<file path="src/rtl/approx_mult_pkg.sv">
`default_nettype none
// ============================================================================
//  Module      : approx_mult_pkg
//  Description : Shared definitions for the radix-4 approximate multiplier
//                family. Holds the operand/product widths, the accumulator
//                FSM state encoding and small valid/ready helpers.
//  Contents    : MULT_OP_W, MULT_PROD_W, HS_ASSERT/HS_DEASSERT,
//                acc_state_e, hs_fire()
//  Revision    : 1.0 - initial release
// ============================================================================
package approx_mult_pkg;

  // Operand width of the radix-4 multiplier and its full product width.
  localparam int MULT_OP_W   = 32;
  localparam int MULT_PROD_W = 2 * MULT_OP_W;

  // Handshake levels shared by the radix blocks.
  localparam logic HS_ASSERT   = 1'b1;
  localparam logic HS_DEASSERT = 1'b0;

  // Accumulator control states.
  typedef enum logic [1:0] {
    ST_IDLE  = 2'd0,
    ST_ACCUM = 2'd1,
    ST_DONE  = 2'd2
  } acc_state_e;

  // A transfer happens when both sides agree in the same cycle.
  function automatic logic hs_fire(input logic valid, input logic ready);
    return valid & ready;
  endfunction

endpackage : approx_mult_pkg
`default_nettype wire

</file>
<file path="src/rtl/approx_dot_accum.sv">
`default_nettype none
// ============================================================================
//  Module      : approx_dot_accum
//  Description : Sums a programmed number of unsigned products from the
//                radix-4 approximate multiplier into a wide accumulator and
//                presents the result with a sticky carry-out flag.
//  Ports       : clk, rst        - clock, asynchronous active-high reset
//                start, len      - begin a run of len products (IDLE only)
//                in_valid/ready  - product input handshake, in_prod data
//                out_valid/ready - result handshake, out_acc/out_ovf data
//                busy            - high while accumulating or holding result
//  Revision    : 1.0 - initial release
// ============================================================================
module approx_dot_accum #(
  parameter int PROD_W = approx_mult_pkg::MULT_PROD_W,
  parameter int ACC_W  = 80,   // must be >= PROD_W
  parameter int LEN_W  = 16
) (
  input  logic              clk,
  input  logic              rst,
  input  logic              start,
  input  logic [LEN_W-1:0]  len,
  input  logic              in_valid,
  output logic              in_ready,
  input  logic [PROD_W-1:0] in_prod,
  output logic              out_valid,
  input  logic              out_ready,
  output logic [ACC_W-1:0]  out_acc,
  output logic              out_ovf,
  output logic              busy
);

  import approx_mult_pkg::*;

  acc_state_e         state_q, state_d;
  logic [ACC_W-1:0]   acc_q, acc_d;
  logic [LEN_W-1:0]   cnt_q, cnt_d;
  logic               ovf_q, ovf_d;

  // One extra bit on the adder captures the carry out of the accumulator.
  logic [ACC_W:0]     prod_ext;
  logic [ACC_W:0]     sum_ext;
  logic               in_fire;
  logic               out_fire;

  // Handshake outputs depend on registered state only.
  always_comb begin
    in_ready  = (state_q == ST_ACCUM) ? HS_ASSERT : HS_DEASSERT;
    out_valid = (state_q == ST_DONE)  ? HS_ASSERT : HS_DEASSERT;
    busy      = (state_q == ST_ACCUM) || (state_q == ST_DONE);
  end

  assign in_fire  = hs_fire(in_valid, in_ready);
  assign out_fire = hs_fire(out_valid, out_ready);

  // Result registers double as the output; they keep their value in IDLE
  // until the next accepted start clears them.
  assign out_acc = acc_q;
  assign out_ovf = ovf_q;

  always_comb begin
    prod_ext                = '0;
    prod_ext[PROD_W-1:0]    = in_prod;
    sum_ext                 = {1'b0, acc_q} + prod_ext;

    state_d = state_q;
    acc_d   = acc_q;
    cnt_d   = cnt_q;
    ovf_d   = ovf_q;

    case (state_q)
      ST_IDLE: begin
        if (start) begin
          acc_d   = '0;
          ovf_d   = 1'b0;
          cnt_d   = len;
          // A zero-length run has nothing to wait for: the cleared
          // accumulator is already the answer.
          state_d = (len == '0) ? ST_DONE : ST_ACCUM;
        end
      end

      ST_ACCUM: begin
        if (in_fire) begin
          acc_d = sum_ext[ACC_W-1:0];
          ovf_d = ovf_q | sum_ext[ACC_W];
          // cnt is never zero here (len==0 bypasses ACCUM), so the
          // decrement reaching zero coincides with leaving for DONE.
          cnt_d = cnt_q - LEN_W'(1);
          if (cnt_q == LEN_W'(1)) begin
            state_d = ST_DONE;
          end
        end
      end

      ST_DONE: begin
        if (out_fire) begin
          state_d = ST_IDLE;
        end
      end

      default: begin
        state_d = ST_IDLE;
      end
    endcase
  end

  always_ff @(posedge clk or posedge rst) begin
    if (rst) begin
      state_q <= ST_IDLE;
      acc_q   <= '0;
      cnt_q   <= '0;
      ovf_q   <= 1'b0;
    end else begin
      state_q <= state_d;
      acc_q   <= acc_d;
      cnt_q   <= cnt_d;
      ovf_q   <= ovf_d;
    end
  end

endmodule : approx_dot_accum
`default_nettype wire

</file>
<file path="config.mk">
export PLATFORM = sky130hd
export DESIGN_NAME = approx_dot_accum
export DESIGN_NICKNAME = d
export VERILOG_FILES = /design/src/rtl/approx_mult_pkg.sv /design/src/rtl/approx_dot_accum.sv
export SDC_FILE = /design/constraint.sdc
export NUM_CORES = 1
export LEC_CHECK = 0
export CAP_MARGIN = 10
export CORE_UTILIZATION = 60
export CTS_BUF_LIST = sky130_fd_sc_hd__clkbuf_4 sky130_fd_sc_hd__clkbuf_8
export DETAILED_ROUTE_END_ITERATION = 8
export DONT_BUFFER_PORTS = 1
export PLACE_DENSITY = 0.76
export SLEW_MARGIN = 0
export SYNTH_ARGS = -nofsm -noshare
export SYNTH_HDL_FRONTEND = slang
export SYNTH_SLANG_ARGS = --single-unit
</file>
<file path="constraint.sdc">
create_clock -name clk -period 3.9 [get_ports clk]
set_input_delay 0.585 -clock clk [delete_from_list [all_inputs] [get_ports clk]]
set_output_delay 0.585 -clock clk [all_outputs]
set_load 0.1 [all_outputs]
</file>
==> results.md, run 1 <==
## Clock network
* **CTS tree** built
* **number of cells upsized or downsized after cts** 0
* **post-CTS setup repair buffer count** 0
* **clock tree buffer depth** 2
* **number of sinks on the clock net** 99
* **total clock buffers created by CTS** 9
* **clock latency of the later-clocked register in the worst-skew pair** 0.40 ns
* **clock slew at reported path FFs** 0.11 ns
* **number of hold buffers added after CTS** 0
* **level count of the clock H-tree** 3
* **Root Driver** sky130_fd_sc_hd__clkbuf_8

## Timing
* **Slew Limit Headroom** 32.3%
* **count of final hold-check violations** 0
* **final setup vio count** 0
* **Total Neg Setup Slack** 0 ns
* **setup ws final** 0.482 ns
* **Max Fclk** 293 MHz
* **setup skew after layout** 0.0151 ns
* **setup repair after global routing missed its margin** false
* **ratio of final minimum period to clock period** 87.6%
* **min Tclk post-route** 3.42 ns
* **Pins Over Slew Limit** 0
* **transition time at the pin with the least slew margin** 1.02 ns

## Floorplanning
* **die width** 118 µm
* **I/O pins** 169
* **area of the die** 0.0139 mm²
* **Initial Util** 62.6%
* **core outline area** 0.0129 mm²
* **die height** 118 µm
* **standard-cell rows** 41

## Route
* **average wire per cell in the routed design** 18.1 µm
* **detailed-router iteration count before antenna repair** 6
* **Final ANT Viol Nets** 0
* **vias after detailed routing** 7654
* **violation count after the first detailed-route iteration** 796
* **Total Routed Length** 21900 µm
* **DRC Markers** 0
* **via-per-instance ratio** 6.35

## Yosys
* **number of warning messages in the yosys log** 0
* **most used flip-flop cell after synthesis** sky130_fd_sc_hd__dfrtp_1
* **number of synthesized flops with an enable pin** 0
* **number of synthesized register bits** 99
* **share of flip-flops with an asynchronous set or reset after synthesis** 100%
* **instance count of the mapped netlist** 993
* **syn_nets** 1148
* **cell area after technology mapping** 0.00806 mm²
* **average cell area after synthesis** 8.12 µm²
* **count of different cell masters after synthesis** 74
* **share of the yosys chip area belonging to registers** 30.7%

## GRT
* **number of antenna violations at the first check in global routing** 0
* **pin count of the biggest net entering global routing** 42
* **GRT Overall Usage** 32.0%
* **Overflow after GRT** 0
* **vias in the first global route** 7320
* **wire length of the first global-routing pass** 36200 µm

## Pwr
* **leakage power total** 4.13 nW
* **Power Dens Cells** 787 mW/mm²
* **sum of internal, switching and leakage power** 6.95 mW
* **maximum ir drop on the vdd rail** 510 µV

## Worst setup path
* **R2R Path End** out_acc[46]
* **Data required, critical path** 4.17 ns
* **crit path launch** out_acc[0]
* **worst endpoint data arrival time** 3.68 ns
* **CP Cell Sequence** ha_1 > fa_1 > a21oi_1 > nor2_1 > or2_2 > a21oi_1 > o31ai_2 > a41oi_1 > o31a_1 > o21ai_1 > xnor2_1 > o21ai_1
* **last element of the critical path** out_acc[46]
* **reg-to-reg slack, setup** 0.48 ns
* **worst setup path category** flop to flop
* **critical path fanouts, max** 4
* **worst reg2reg path depth** 12
* **type of origin of the critical path** flop
* **Worst Setup End Kind** flop
* **worst stage delay on the critical path** 0.41 ns
* **start of the worst register-to-register path** out_acc[0]
* **critical path's slowest cell** sky130_fd_sc_hd__fa_1

## Finish
* **most common library cell in the layout ignoring fill and taps** sky130_fd_sc_hd__nand2_1
* **total number of nets in the final design** 1183
* **commonest non-fill, non-tap cells in the layout** 139 x sky130_fd_sc_hd__nand2_1, 99 x sky130_fd_sc_hd__dfrtp_1, 94 x sky130_fd_sc_hd__a21oi_1, 88 x sky130_fd_sc_hd__o21ai_0, 79 x sky130_fd_sc_hd__buf_4
* **signed area change from the synthesized netlist to the final layout** 9.59%
* **count of antenna diodes in the layout** 0
* **layout cell share with drive strength beyond 1** 11.7%

## Place
* **number of port buffers** 0
* **HPWL after detailed placement** 16600 µm
* **placer congestion estimate** 0.981
* **Worst Setup Slack post-DPL** 0.327 ns

## Flow run
* **count of maximum capacitance violations** 0

## Outcome
* **status** complete, no violations

## Min path
* **kind of path behind the tightest hold check** input pin to asynchronous set/reset pin

[cell type report]
| type | count | area, µm² |
|---|---|---|
| multi-input combinational | 809 | 5250 |
| fill | 1059 | 4040 |
| sequential | 99 | 2480 |
| timing repair buffer | 79 | 593 |
| tap | 172 | 215 |
| clock buffer | 9 | 124 |
| inverter | 30 | 115 |
| clock inverter | 7 | 58.8 |
[sequential cells by signal, summed over array words and instances, names as in the netlist]
| name | flops |
|---|---|
| cnt_q | 16 |
| out_acc | 80 |
| out_ovf | 1 |
| state_q | 2 |
[how the worst min path moves through the flow]
stage,start,endpoint,slack (ns),cells after the start
4_1_cts,rst,out_acc[22],0.08,1
3_3_place_gp,cnt_q[7],cnt_q[7],0.49,2
6_report,rst,out_acc[22],0.08,1
5_1_grt,rst,out_acc[22],0.10,1
2_1_floorplan,cnt_q[7],cnt_q[7],0.46,2
3_5_place_dp,cnt_q[7],cnt_q[7],0.50,2
[metal layers]
layer	track usage, %	wire [µm]	vias up
met3	7.75	1760	35
met4	8.57	359	0
met5	0	0	-
li1	-	-	3734
met1	42.7	9650	3582
met2	51.5	10100	303
[Yosys cell counts, types with 3 or more instances]
| cell | count | area share, % |
|---|---|---|
| sky130_fd_sc_hd__a211oi_1 | 5 | 0.47 |
| sky130_fd_sc_hd__a211oi_2 | 3 | 0.47 |
| sky130_fd_sc_hd__a21boi_0 | 3 | 0.28 |
| sky130_fd_sc_hd__a21o_1 | 39 | 3.6 |
| sky130_fd_sc_hd__a21oi_1 | 94 | 5.8 |
| sky130_fd_sc_hd__a221o_1 | 5 | 0.62 |
| sky130_fd_sc_hd__a221oi_1 | 3 | 0.33 |
| sky130_fd_sc_hd__a22o_1 | 8 | 0.87 |
| sky130_fd_sc_hd__a31o_1 | 3 | 0.33 |
| sky130_fd_sc_hd__a31oi_1 | 16 | 1.2 |
| sky130_fd_sc_hd__and3_1 | 8 | 0.62 |
| sky130_fd_sc_hd__and4_1 | 3 | 0.33 |
| sky130_fd_sc_hd__buf_2 | 16 | 0.99 |
| sky130_fd_sc_hd__clkbuf_1 | 36 | 1.7 |
| sky130_fd_sc_hd__dfrtp_1 | 99 | 31 |
| sky130_fd_sc_hd__ha_1 | 69 | 11 |
| sky130_fd_sc_hd__inv_1 | 30 | 1.4 |
| sky130_fd_sc_hd__nand2_1 | 140 | 6.5 |
| sky130_fd_sc_hd__nand2b_1 | 5 | 0.39 |
| sky130_fd_sc_hd__nand3_1 | 20 | 1.2 |
| sky130_fd_sc_hd__nand4_1 | 26 | 2.0 |
| sky130_fd_sc_hd__nor2_1 | 42 | 2.0 |
| sky130_fd_sc_hd__nor2b_1 | 5 | 0.39 |
| sky130_fd_sc_hd__nor3_1 | 18 | 1.1 |
| sky130_fd_sc_hd__nor3b_1 | 3 | 0.28 |
| sky130_fd_sc_hd__nor4_1 | 9 | 0.70 |
| sky130_fd_sc_hd__o211ai_1 | 3 | 0.28 |
| sky130_fd_sc_hd__o21a_1 | 4 | 0.37 |
| sky130_fd_sc_hd__o21ai_0 | 88 | 5.5 |
| sky130_fd_sc_hd__o21ai_1 | 34 | 2.1 |
| sky130_fd_sc_hd__o21bai_1 | 13 | 1.2 |
| sky130_fd_sc_hd__o22ai_1 | 5 | 0.39 |
| sky130_fd_sc_hd__o311ai_1 | 3 | 0.33 |
| sky130_fd_sc_hd__o31ai_1 | 6 | 0.56 |
| sky130_fd_sc_hd__or3_1 | 17 | 1.3 |
| sky130_fd_sc_hd__or4_1 | 7 | 0.65 |
| sky130_fd_sc_hd__xnor2_1 | 34 | 3.7 |
| sky130_fd_sc_hd__xor2_1 | 27 | 2.9 |
[kinds of logic after synthesis]
logic type / Yosys count / synth area share [%]
compound gates: 361 / 28.4
simple gates: 317 / 19.0
flops: 99 / 30.7
buf+inv: 85 / 4.30
fa+ha+maj: 70 / 11.0
xor+xnor: 61 / 6.63
[critical path, delay by kind of cell (launching register included)]
family	cells	cell delay, ns
flip-flops	1	0.40
AND/OR/NAND/NOR	2	0.42
adder cells (fa/ha/maj)	2	0.62
AO/OA/AOI/OAI	7	1.70
XOR/XNOR	1	0.17
[report_power, final]
part,internal (mW),switching [mW],total (mW)
registers,1.30,0.207,1.51
clock network,0.246,0.413,0.659
logic,1.34,3.45,4.79
[stage by stage]
step | instance area [µm²] | util (%) | std cells | hold slack (ns)
after global placement | 8650 | 67.2 | 1189 | 0.491
after detailed placement | 8650 | 67.2 | 1189 | 0.503
after floorplan | 8060 | - | 993 | 0.464
after CTS | 8840 | 68.6 | 1205 | 0.0825
final | 8840 | 68.6 | 1205 | 0.0808
after global routing | 8840 | 68.6 | 1205 | 0.100
Note: power is estimated with default switching activity, not from simulation.
==> run 2, diff against run 1 <==
- GPL_TIMING_DRIVEN: default -> 0
- TNS_END_PERCENT: default -> 50
==> results.md, run 2 (synthesis results as in run 1) <==
## Route
* **average wire per cell in the routed design** 17.9 µm, -1.4%
* **Total Routed Length** 21200 µm, -3.2%
* **Final ANT Viol Nets** 0, unchanged
* **via-per-instance ratio** 6.38, +0.48%
* **vias after detailed routing** 7550, -1.4%
* **violation count after the first detailed-route iteration** 606, -24%
* **detailed-router iteration count before antenna repair** 5, -1
* **DRC Markers** 0, unchanged

## Finish
* **final standard cell area without fillers** 0.00862 mm², -2.5%
* **commonest non-fill, non-tap cells in the layout** 140 x sky130_fd_sc_hd__nand2_1, 94 x sky130_fd_sc_hd__a21oi_1, 88 x sky130_fd_sc_hd__o21ai_0, 68 x sky130_fd_sc_hd__ha_1, 53 x sky130_fd_sc_hd__dfrtp_1
* **total number of nets in the final design** 1161, -1.9%
* **signed area change from the synthesized netlist to the final layout** 6.89%
* **count of antenna diodes in the layout** 0, unchanged
* **Final Core Density** 66.9%, -1.7 points
* **footprint of the multi-input gates** 0.00527 mm², +0.26%
* **layout cell share with drive strength beyond 1** 10.8%, -0.93 points
* **combined flip-flop and latch cell area** 0.00255 mm², +2.8%
* **most common library cell in the layout ignoring fill and taps** sky130_fd_sc_hd__nand2_1
* **filler cell count** 1105, +4.3%
* **number of flip-flops in the largest register** 80, unchanged

## Timing
* **Total Neg Setup Slack** 0 ns, unchanged
* **final setup vio count** 0, unchanged
* **setup skew after layout** 0.0119 ns, -0.00316 ns
* **Max Fclk** 268 MHz, -8.4%
* **Slew Limit Headroom** 31.4%, -0.90 points
* **min Tclk post-route** 3.73 ns, +0.313 ns
* **Pins Over Slew Limit** 0, unchanged
* **setup repair after global routing missed its margin** false
* **count of final hold-check violations** 0, unchanged
* **worst hold slack across all endpoints** 0.0961 ns, +0.0153 ns
* **ratio of final minimum period to clock period** 95.6%, +8.0 points
* **transition time at the pin with the least slew margin** 1.03 ns, +0.0135 ns

## Clock network
* **clock tree buffer depth** 2, unchanged
* **clock latency of the later-clocked register in the worst-skew pair** 0.40 ns, about the same
* **level count of the clock H-tree** 3, unchanged
* **number of sinks on the clock net** 99, unchanged
* **total clock buffers created by CTS** 9, unchanged
* **Root Driver** sky130_fd_sc_hd__clkbuf_8
* **clock slew at reported path FFs** 0.11 ns, about the same
* **CTS tree** built

## Floorplanning
* **core outline area** 0.0129 mm², unchanged
* **Initial Util** 62.6%, unchanged
* **area of the die** 0.0139 mm², unchanged
* **die width** 118 µm, unchanged
* **standard-cell rows** 41, unchanged
* **I/O pins** 169, unchanged
* **die height** 118 µm, unchanged

## Place
* **placer congestion estimate** 0.944, -3.8%
* **HPWL after detailed placement** 16500 µm, -0.69%
* **total placed instance area** 0.00831 mm², -4.0%
* **number of port buffers** 0, unchanged

## Pwr
* **switching part of the total** 59.6%, +1.1 points
* **clock network power share** 10.6%, +1.1 points
* **leakage power total** 3.79 nW, -8.2%
* **Power Dens Cells** 785 mW/mm², -0.20%
* **maximum ir drop on the vdd rail** 528 µV, +3.4%
* **Switching Power** 4.04 mW, -0.76%
* **share of total power in combinational logic** 45.9%, -23 points
* **internal power summed over all cells** 2.73 mW, -5.3%
* **proportion of power drawn by flip-flops and latches** 43.5%, +22 points

## Worst setup path
* **R2R Path End** out_acc[49]
* **worst endpoint data arrival time** 4.01 ns, +0.33 ns
* **type of origin of the critical path** flop
* **start of the worst register-to-register path** out_acc[17]
* **Data required, critical path** 4.18 ns, about the same
* **reg-to-reg slack, setup** 0.17 ns, -0.31 ns
* **critical path fanouts, max** 7, +3
* **worst reg2reg path depth** 11, -1
* **Worst Setup End Kind** flop
* **worst setup path category** flop to flop

## GRT
* **number of antenna violations at the first check in global routing** 0, unchanged
* **pin count of the biggest net entering global routing** 60, +43%
* **wire length of the first global-routing pass** 34400 µm, -4.8%
* **vias in the first global route** 6960, -4.9%
* **GRT Overall Usage** 30.5%, -1.5 points
* **Overflow after GRT** 0, unchanged

## Min path
* **kind of path behind the tightest hold check** input pin to asynchronous set/reset pin

## Flow run
* **count of maximum capacitance violations** 0, unchanged

## Outcome
* **status** complete, no violations

-- run 2: changes by cell type in the layout (fill, tap and decap cells not counted), moves of 5 or more --
| cell | change |
|---|---|
| sky130_fd_sc_hd__dfrtp_2 | +41 |
| sky130_fd_sc_hd__buf_4 | -77 |
| sky130_fd_sc_hd__dfrtp_4 | +5 |
| sky130_fd_sc_hd__buf_2 | +15 |
| sky130_fd_sc_hd__clkbuf_1 | +36 |
| sky130_fd_sc_hd__dfrtp_1 | -46 |
-- run 2: worst max path at each step --
| stage | start | to |
|---|---|---|
| after floorplan | out_acc[47] | out_ovf |
| after global placement | rst | out_acc[78] |
| after detailed placement | out_acc[51] | out_acc[72] |
| after CTS | out_acc[18] | out_acc[53] |
| after global routing | out_acc[28] | out_acc[65] |
| final | out_acc[17] | out_acc[49] |
-- run 2: area by class of cell --
cell class	count	share of cell area, %
plain buffers	55	2.74
clock buffers	10	1.52
clock inverters	6	0.828
inverters	30	1.34
multi-input cells	809	61.1
flip-flops and latches	99	29.6
well taps	172	2.50
repair buffers	2	0.407
-- run 2: through the flow --
stage	cells	power [mW]	setup WS, ns
final	1183	6.77	0.170
after global routing	1183	7.21	0.000717
after CTS	1182	6.73	0.00185
after detailed placement	1166	5.97	-0.293
after global placement	1165	5.92	-0.441
after floorplan	993	5.27	0.338
-- run 2: worst max-delay path, cell delays in order, from the launching register on --
cell and delay (ns):
sky130_fd_sc_hd__dfrtp_1 0.76, sky130_fd_sc_hd__ha_1 0.61, sky130_fd_sc_hd__nand2_1 0.18, sky130_fd_sc_hd__nor3_2 0.26, sky130_fd_sc_hd__nand3_1 0.11, sky130_fd_sc_hd__a21oi_1 0.20, sky130_fd_sc_hd__a211oi_2 0.14, sky130_fd_sc_hd__o41ai_2 0.46
sky130_fd_sc_hd__a21oi_1 0.22, sky130_fd_sc_hd__o31ai_1 0.45, sky130_fd_sc_hd__xnor2_1 0.17, sky130_fd_sc_hd__o21ai_1 0.07
-- run 2: layer usage --
layer | track usage, % | part of all wire (%)
met1 | 42.0 | 46
met2 | 47.5 | 44
met3 | 6.25 | 6.7
met4 | 9.94 | 2.5
met5 | 0 | 0
-- run 2: what timing repair did --
item                       4_1_cts  5_1_grt
hold buffers                     0        0
pin swaps                        0        1
setup buffers                    0        1
setup endpoints to repair       16       23
gates cloned                     0        0
gates resized for setup         35       23
-- run 2: power groups by stage --
stage                     clock (mW)  sequential (mW)  combinational (mW)
final                          0.717             2.95                3.11
after CTS                      0.730             2.93                3.07
after global routing           0.761             2.98                3.46
after global placement             0             2.92                3.00
after floorplan                    0             2.84                2.43
after detailed placement           0             2.93                3.04
==> run 3, diff against run 2 <==
- CAP_MARGIN: 10 -> 15
- MAX_ROUTING_LAYER: default -> met4
==> results.md, run 3 (synthesis results as in run 1) <==
## Outcome
* **status** complete, no violations

## Place
* **number of port buffers** 0, unchanged
* **Worst Setup Slack post-DPL** -0.299 ns, -0.00600 ns
* **HPWL after detailed placement** 16500 µm, -0.30%
* **dpl cells** 1166, unchanged
* **placer congestion estimate** 0.968, +2.5%

## Clock network
* **number of sinks on the clock net** 99, unchanged
* **Root Driver** sky130_fd_sc_hd__clkbuf_8
* **number of hold buffers added after CTS** 0, unchanged
* **CTS tree** built
* **clock tree buffer depth** 2, unchanged
* **total clock buffers created by CTS** 9, unchanged
* **clock latency of the later-clocked register in the worst-skew pair** 0.40 ns, about the same
* **clock slew at reported path FFs** 0.12 ns, about the same
* **level count of the clock H-tree** 3, unchanged

## GRT
* **vias in the first global route** 6936, -0.34%
* **number of antenna violations at the first check in global routing** 0, unchanged
* **wire length of the first global-routing pass** 34900 µm, +1.4%
* **GRT Overall Usage** 32.1%, +1.6 points
* **pin count of the biggest net entering global routing** 60, unchanged
* **Overflow after GRT** 0, unchanged

## Route
* **vias after detailed routing** 7469, -1.1%
* **detailed-router iteration count before antenna repair** 5, unchanged
* **Final ANT Viol Nets** 0, unchanged
* **via-per-instance ratio** 6.31, -1.1%
* **DRC Markers** 0, unchanged
* **average wire per cell in the routed design** 18.1 µm, +1.0%
* **Total Routed Length** 21400 µm, +1.0%
* **violation count after the first detailed-route iteration** 669, +10%

## Finish
* **most common library cell in the layout ignoring fill and taps** sky130_fd_sc_hd__nand2_1
* **total number of nets in the final design** 1161, unchanged
* **filler cell count** 1116, +1.0%
* **number of flip-flops in the largest register** 80, unchanged
* **layout cell share with drive strength beyond 1** 11.0%, +0.20 points
* **signed area change from the synthesized netlist to the final layout** 7.37%
* **Layout Cells excl Fill** 1183, unchanged
* **count of antenna diodes in the layout** 0, unchanged
* **commonest non-fill, non-tap cells in the layout** 140 x sky130_fd_sc_hd__nand2_1, 93 x sky130_fd_sc_hd__a21oi_1, 88 x sky130_fd_sc_hd__o21ai_0, 68 x sky130_fd_sc_hd__ha_1, 52 x sky130_fd_sc_hd__dfrtp_1
* **Final Core Density** 67.2%, +0.30 points

## Timing
* **setup repair after global routing missed its margin** false
* **min Tclk post-route** 3.73 ns, -0.00221 ns
* **Max Fclk** 268 MHz, about the same
* **final setup vio count** 0, unchanged
* **setup ws final** 0.172 ns, +0.00221 ns
* **Pins Over Slew Limit** 0, unchanged
* **count of final hold-check violations** 0, unchanged
* **setup skew after layout** 0.0125 ns, +0.000536 ns
* **ratio of final minimum period to clock period** 95.6%, about the same
* **transition time at the pin with the least slew margin** 1.04 ns, +0.00730 ns
* **Slew Limit Headroom** 30.9%, -0.49 points

## Worst setup path
* **critical path's slowest cell** sky130_fd_sc_hd__dfrtp_2
* **type of origin of the critical path** flop
* **Worst Setup End Kind** flop
* **worst setup path category** flop to flop
* **start of the worst register-to-register path** out_acc[18]
* **CP Cell Sequence** ha_1 > clkbuf_1 > nand2_1 > nor3_2 > nand3_1 > a21oi_1 > a211oi_2 > o41ai_4 > a21oi_1 > o31ai_1 > xnor2_1 > o21ai_1
* **dominant delay contributor by cell family on the critical path** compound AO/OA/AOI/OAI gates
* **critical path fanouts, max** 8, +1
* **worst endpoint data arrival time** 4.01 ns, about the same
* **reg-to-reg slack, setup** 0.17 ns, about the same
* **Data required, critical path** 4.18 ns, about the same
* **worst stage delay on the critical path** 0.63 ns, -0.13 ns
* **combined buffer and inverter count along the critical path** 1, +1
* **most common cell type on the critical path** sky130_fd_sc_hd__a21oi_1
* **worst reg2reg path depth** 12, +1
* **R2R Path End** out_acc[49]

## Pwr
* **maximum ir drop on the vdd rail** 516 µV, -2.2%
* **Switching Power** 4.07 mW, +0.92%
* **sum of internal, switching and leakage power** 6.82 mW, +0.73%
* **clock network power share** 10.8%, +0.2 points
* **Power Dens Cells** 788 mW/mm², +0.28%
* **switching part of the total** 59.8%, +0.11 points
* **proportion of power drawn by flip-flops and latches** 43.3%, -0.2 points
* **internal power summed over all cells** 2.74 mW, +0.45%
* **share of total power in combinational logic** 45.8%, about the same
* **leakage power total** 3.82 nW, +0.71%

## Floorplanning
* **core outline area** 0.0129 mm², unchanged
* **die height** 118 µm, unchanged
* **I/O pins** 169, unchanged
* **standard-cell rows** 41, unchanged
* **area of the die** 0.0139 mm², unchanged
* **die width** 118 µm, unchanged
* **Initial Util** 62.6%, unchanged

## Min path
* **kind of path behind the tightest hold check** input pin to asynchronous set/reset pin

## Flow run
* **count of maximum capacitance violations** 0, unchanged

## run 3: through the flow
step | setup TNS, ns | hold WS, ns | area (µm²)
after floorplan | 0 | 0.464 | 8060
after global placement | -45.62 | 0.488 | 8280
after detailed placement | -2.85 | 0.513 | 8310
after CTS | 0 | 0.103 | 8580
after global routing | 0 | 0.125 | 8660
final | 0 | 0.100 | 8660
## run 3: worst max-delay path by stage
stage | start | endpoint | slack (ns) | cells after the start
2_1_floorplan | out_acc[47] | out_ovf | 0.34 | 13
4_1_cts | out_acc[55] | out_ovf | 0.02 | 13
5_1_grt | out_acc[48] | out_acc[72] | 0.0009 | 13
3_5_place_dp | out_acc[51] | out_ovf | -0.30 | 13
6_report | out_acc[18] | out_acc[49] | 0.17 | 12
3_3_place_gp | rst | out_acc[78] | -0.45 | 1
## run 3: per-layer routing
| layer | up-vias | wire [µm] | global-route usage [%] |
|---|---|---|---|
| met2 | 257 | 9650 | 48.6 |
| met1 | 3507 | 9850 | 43.5 |
| met4 | 0 | 403 | 7.93 |
| met3 | 32 | 1480 | 6.98 |
| met5 | - | 0 | - |
| li1 | 3673 | - | - |
## run 3: timing repair
action,in CTS,in global routing
endpoints found under the setup margin,18,23
pin swaps,0,1
resized for setup,38,26
setup buffers,0,1
## run 3: layout make-up
type / count / area (µm²) / area share [%]
Clock buffer: 9 / 124 / 1.43
Clock inverter: 7 / 93.8 / 1.08
Tap cell: 172 / 215 / 2.49
Sequential cell: 99 / 2560 / 29.5
Inverter: 30 / 115 / 1.33
Timing Repair Buffer: 2 / 35.0 / 0.405
Multi-Input combinational cell: 809 / 5280 / 61.0
Buffer: 55 / 236 / 2.73
## run 3: power groups by stage
stage          registers (mW)  clock network (mW)  logic [mW]
2_1_floorplan            2.84                   0        2.43
3_3_place_gp             2.92                   0        3.00
3_5_place_dp             2.93                   0        3.04
4_1_cts                  2.93               0.757        3.06
5_1_grt                  2.99               0.787        3.48
6_report                 2.96               0.740        3.12
